--- src/rtl/compas_input_pkg.sv ---
// rtl/compas_input_pkg.sv - register map constants and helpers for the debounced input block
package compas_input_pkg;

    localparam logic [3:0] ADDR_MASK  = 4'd8;
    localparam logic [3:0] ADDR_FLAGS = 4'd9;
    localparam logic [3:0] ADDR_ID    = 4'd10;
    localparam logic [7:0] ID_BYTE    = 8'hCA;

    // Debounce counter never needs to hold more than DEBOUNCE-1; keep at least one bit.
    function automatic int cnt_width(input int debounce);
        return (debounce < 2) ? 1 : $clog2(debounce);
    endfunction

endpackage

--- src/rtl/compas_input_debounce.sv ---
// rtl/compas_input_debounce.sv - one channel: synchroniser, candidate/count debouncer, change pulse
module compas_input_debounce
    import compas_input_pkg::*;
#(
    parameter int WIDTH       = 9,
    parameter int SYNC_STAGES = 2,
    parameter int DEBOUNCE    = 4
) (
    input  logic             clk,
    input  logic             reset,
    input  logic [WIDTH-1:0] raw,
    output logic [WIDTH-1:0] filtered,
    output logic             change
);

    localparam int            CW       = cnt_width(DEBOUNCE);
    localparam logic [CW-1:0] CNT_LAST = CW'(DEBOUNCE - 1);

    logic [WIDTH-1:0] sync_q [SYNC_STAGES];
    logic [WIDTH-1:0] sync;
    logic [WIDTH-1:0] candidate;
    logic [CW-1:0]    count;

    assign sync = sync_q[SYNC_STAGES-1];

    // Combinational so the top-level flag sets on the same edge filtered takes the new value.
    assign change = (sync == candidate) && (candidate != filtered) && (count == CNT_LAST);

    always_ff @(posedge clk or posedge reset) begin
        if (reset) begin
            for (int i = 0; i < SYNC_STAGES; i++) begin
                sync_q[i] <= '0;
            end
        end else begin
            sync_q[0] <= raw;
            for (int i = 1; i < SYNC_STAGES; i++) begin
                sync_q[i] <= sync_q[i-1];
            end
        end
    end

    always_ff @(posedge clk or posedge reset) begin
        if (reset) begin
            candidate <= '0;
            count     <= '0;
            filtered  <= '0;
        end else if (sync != candidate) begin
            candidate <= sync;
            count     <= '0;
        end else if (change) begin
            filtered  <= candidate;
            count     <= '0;
        end else if (candidate != filtered) begin
            count     <= count + CW'(1);
        end else begin
            count     <= '0;
        end
    end

endmodule

--- src/rtl/compas_input_multi.sv ---
// rtl/compas_input_multi.sv - multi-channel debounced input port with flags, mask, irq and register read-back
module compas_input_multi
    import compas_input_pkg::*;
#(
    parameter int WIDTH       = 9,
    parameter int CHANNELS    = 2,
    parameter int SYNC_STAGES = 2,
    parameter int DEBOUNCE    = 4
) (
    input  logic                      clk,
    input  logic                      reset,
    input  logic [3:0]                address,
    input  logic                      read,
    input  logic                      write,
    input  logic [31:0]               writedata,
    output logic [31:0]               readdata,
    input  logic [CHANNELS*WIDTH-1:0] in_port,
    output logic                      irq
);

    logic [WIDTH-1:0]    filtered [CHANNELS];
    logic [CHANNELS-1:0] change;
    logic [CHANNELS-1:0] change_flags;
    logic [CHANNELS-1:0] irq_mask;
    logic [CHANNELS-1:0] flag_clear;
    logic [31:0]         rd_mux;
    logic                wr_mask;
    logic                wr_flags;
    logic                unused_bits;

    // Reads are side-effect free, so the strobe and high write bits carry no meaning here.
    assign unused_bits = ^{read, writedata[31:CHANNELS]};

    generate
        for (genvar c = 0; c < CHANNELS; c++) begin : g_ch
            compas_input_debounce #(
                .WIDTH       (WIDTH),
                .SYNC_STAGES (SYNC_STAGES),
                .DEBOUNCE    (DEBOUNCE)
            ) u_debounce (
                .clk      (clk),
                .reset    (reset),
                .raw      (in_port[c*WIDTH +: WIDTH]),
                .filtered (filtered[c]),
                .change   (change[c])
            );
        end
    endgenerate

    assign wr_mask    = write && (address == ADDR_MASK);
    assign wr_flags   = write && (address == ADDR_FLAGS);
    assign flag_clear = wr_flags ? writedata[CHANNELS-1:0] : '0;

    always_comb begin
        rd_mux = '0;
        for (int c = 0; c < CHANNELS; c++) begin
            if (address == 4'(c)) begin
                rd_mux = 32'(filtered[c]);
            end
        end
        if (address == ADDR_MASK) begin
            rd_mux = 32'(irq_mask);
        end else if (address == ADDR_FLAGS) begin
            rd_mux = 32'(change_flags);
        end else if (address == ADDR_ID) begin
            rd_mux = {ID_BYTE, 8'(CHANNELS), 8'(WIDTH), 8'(DEBOUNCE)};
        end
    end

    // A new change outranks a simultaneous write-1-to-clear of the same bit.
    always_ff @(posedge clk or posedge reset) begin
        if (reset) begin
            change_flags <= '0;
            irq_mask     <= '0;
            readdata     <= '0;
        end else begin
            change_flags <= (change_flags & ~flag_clear) | change;
            if (wr_mask) begin
                irq_mask <= writedata[CHANNELS-1:0];
            end
            readdata     <= rd_mux;
        end
    end

    assign irq = |(change_flags & irq_mask);

endmodule
--- config.mk ---
export PLATFORM = sky130hd
export DESIGN_NAME = compas_input_multi
export DESIGN_NICKNAME = d
export VERILOG_FILES = /design/src/rtl/compas_input_pkg.sv /design/src/rtl/compas_input_debounce.sv /design/src/rtl/compas_input_multi.sv
export SDC_FILE = /design/constraint.sdc
export NUM_CORES = 1
export LEC_CHECK = 0
export CORE_MARGIN = 3
export CORE_UTILIZATION = 30
export DETAILED_ROUTE_END_ITERATION = 8
export GPL_TIMING_DRIVEN = 1
export HOLD_SLACK_MARGIN = 0.15
export SKIP_LAST_GASP = 1
export SYNTH_ARGS = -nofsm -noshare
export SYNTH_HDL_FRONTEND = slang
export SYNTH_SLANG_ARGS = --single-unit
--- constraint.sdc ---
create_clock -name clk -period 4.8 [get_ports clk]
set_input_delay 0.48 -clock clk [delete_from_list [all_inputs] [get_ports clk]]
set_output_delay 0.48 -clock clk [all_outputs]
set_load 0.02 [all_outputs]
==> out/metrics.cfg <==
[yosys]
synth_seq_cells=90
netlist.top_cell.by_area=dfrtp_1
ys_warn_count=0
synth_common_cells=dfrtp_1 (90), xnor2_1 (24), buf_4 (22)
synth-edff-count=0
async_flop_share_pct=100
synth.avg_cell_area_um2=13.8
synth_area_um2=3440
seq_area_frac_synth_pct=65.4
synth_most_common_cell=dfrtp_1
synth_top_area_share_pct=65.4
synth.distinct_cells=28
synth_cells=249
synthTopCellsByArea=dfrtp_1 (65%), mux2_2 (6.2%), xnor2_1 (6.1%)
synth_flop_cell=dfrtp_1

[sta]
fin_tns_setup_ns=0
finalSetupViolations=0
drv_slew=0
whs_ns=0.347
finalCriticalPeriod_ns=2.58
hold_violations=0
rsz0062_at_grt=no
slew_headroom_pct=20.7
tightest_slew_ns=1.19
skew_ns=0.00407
fmax_mhz=388
worst_slack_ns=2.22
post-route-period-util_pct=53.6

[global_route]
grt_max_degree=48
grt_pass1_vias=1793
track_usage_pct=9.15
grt_pass1_wl_um=8980
gr-total-overflow=0
antenna_found_initial=0

[setup_path]
cp.arrival_ns=2.79
path_class=register to register
r2r_start=g_ch[1].u_debounce.candidate[0]
required_ns=5.02
cp-start-kind=register
worstRegToRegCells=5
critPathMaxFanout=10
end_kind=register
r2r-end=g_ch[1].u_debounce.filtered[1]
ff2ff_setup_slack_ns=2.22

[clocking]
htree_levels=3
post_cts.repair.setup_buffers=0
cts_inserted_buffers=9
clockBufferDepth=2
hold_buffers=0
cts_tree=built
clock_latency_ns=0.33
clkSinkCount=90
clkTransAtPathRegs_ns=0.06
post_cts_resized=0
cts-root-buf=clkbuf_16

[finish]
num-fill-cells=1050
layout-drive-gt1-share_pct=14.5
nets=337
num_antenna_cells=0
area_growth_pct=21.7
finish.utilization_pct=38.0

[route]
drt_iter0_markers=52
via_count=1761
routed_wl_um=5400
wire_per_inst_um=12.8
ant_nets=0
first_pass_iters=4
vias_per_cell=4.17
drc=0

[floorplan]
io_pins=91
chipHeight_um=113
rows=38
die_area_um2=12800
design.core.area_um2=11000
start_util_pct=31.2
die_w_um=113

[place]
port-buffer-count=42
hpwl_um=3900
pre_cts_slack_ns=2.18
gp_congestion=0.805

[outcome]
outcome=completed

[power]
power.density_nw_per_um2=388
vdd_drop_max_uv=143
power_leakage_nw=1.86

[min_path]
hold_path.class=register to register
whs_path_depth=0
worstHoldStart=g_ch[1].u_debounce.sync_q[10]
min_to=g_ch[1].u_debounce.sync[1]

[flow_run]
maxCapViolCount=0

==> flip-flops by register name, summed over array words and instances (netlist names) <==
| signal | flops |
|---|---|
| g_ch.u_debounce.sync | 18 |
| g_ch.u_debounce.sync_q | 18 |
| change_flags | 2 |
| g_ch.u_debounce.candidate | 18 |
| readdata | 10 |
| g_ch.u_debounce.count | 4 |
| irq_mask | 2 |
| g_ch.u_debounce.filtered | 18 |
==> stage by stage <==
step                cells  power, W  area [um2]
floorplan             265  0.000887        3500
global placement      406  0.000910        3870
detailed placement    406  0.000913        3870
CTS                   422   0.00165        4190
global route          422   0.00170        4190
finish                422   0.00163        4190
==> worst max path at each step <==
stage	startpoint	to	cells after the start
floorplan	reset	change_flags[0]	1
global placement	g_ch[1].u_debounce.candidate[0]	g_ch[1].u_debounce.filtered[1]	5
detailed placement	g_ch[1].u_debounce.candidate[0]	g_ch[1].u_debounce.filtered[8]	5
CTS	g_ch[1].u_debounce.candidate[0]	g_ch[1].u_debounce.filtered[8]	5
finish	g_ch[1].u_debounce.candidate[0]	g_ch[1].u_debounce.filtered[1]	5
global route	g_ch[1].u_debounce.candidate[7]	g_ch[1].u_debounce.filtered[6]	5
==> per-layer routing <==
layer | track usage (%) | part of all wire (%) | wire, um | vias to the layer above
met4 | 3.85 | 1.7 | 94 | 0
met3 | 3.96 | 7.4 | 401 | 6
li1 | - | - | - | 827
met1 | 12.2 | 48 | 2590 | 868
met5 | 0 | 0 | 0 | -
met2 | 13.0 | 43 | 2310 | 60
==> worst max-delay path, cell delays in order, from the launching register on <==
cell	delay (ns)
dfrtp_1	0.41
xor2_1	0.17
nor4_1	0.28
nand3_1	0.16
nor4b_2	1.01
mux2_2	0.42
==> logic make-up (layout without fill, tap and decap cells) <==
kind of cell,Yosys count,count (layout),share of synthesized area [%]
buffers and inverters,47,64,7.56
adders and majority gates,2,2,0.726
muxes,28,28,9.55
xor gates and xnor gates,36,36,9.15
DFF,90,90,65.4
other,1,17,0.109
and+or+nand+nor,39,39,6.47
AOI/OAI and AO/OA,6,6,1.05
==> layout make-up <==
type	instances	area [um2]	area share, %
flip-flops and latches	90	2250	53.7
repair buffers	43	428	10.2
inverters	5	20.0	0.477
well taps	140	175	4.18
clock buffers	9	225	5.37
multi-input cells	128	998	23.8
clock inverters	7	93.8	2.24
==> placed cells by master, fill, tap and decap left out, types with 4 or more instances in the layout <==
cell type / count
mux2_2: 19
xnor2_1: 24
clkdlybuf4s50_1: 42
conb_1: 17
inv_1: 4
xor2_1: 12
nand3_1: 7
mux2i_1: 7
nor2_1: 11
nor4_1: 4
dfrtp_1: 90
clkbuf_16: 9
==> where the power goes <==
group	internal [W]	total (W)	switching, W
Sequential	0.000787	0.000807	0.0000203
Combinational	0.0000430	0.0000900	0.0000470
Clock	0.000454	0.000730	0.000276
Power figures use the tool's default switching activity.
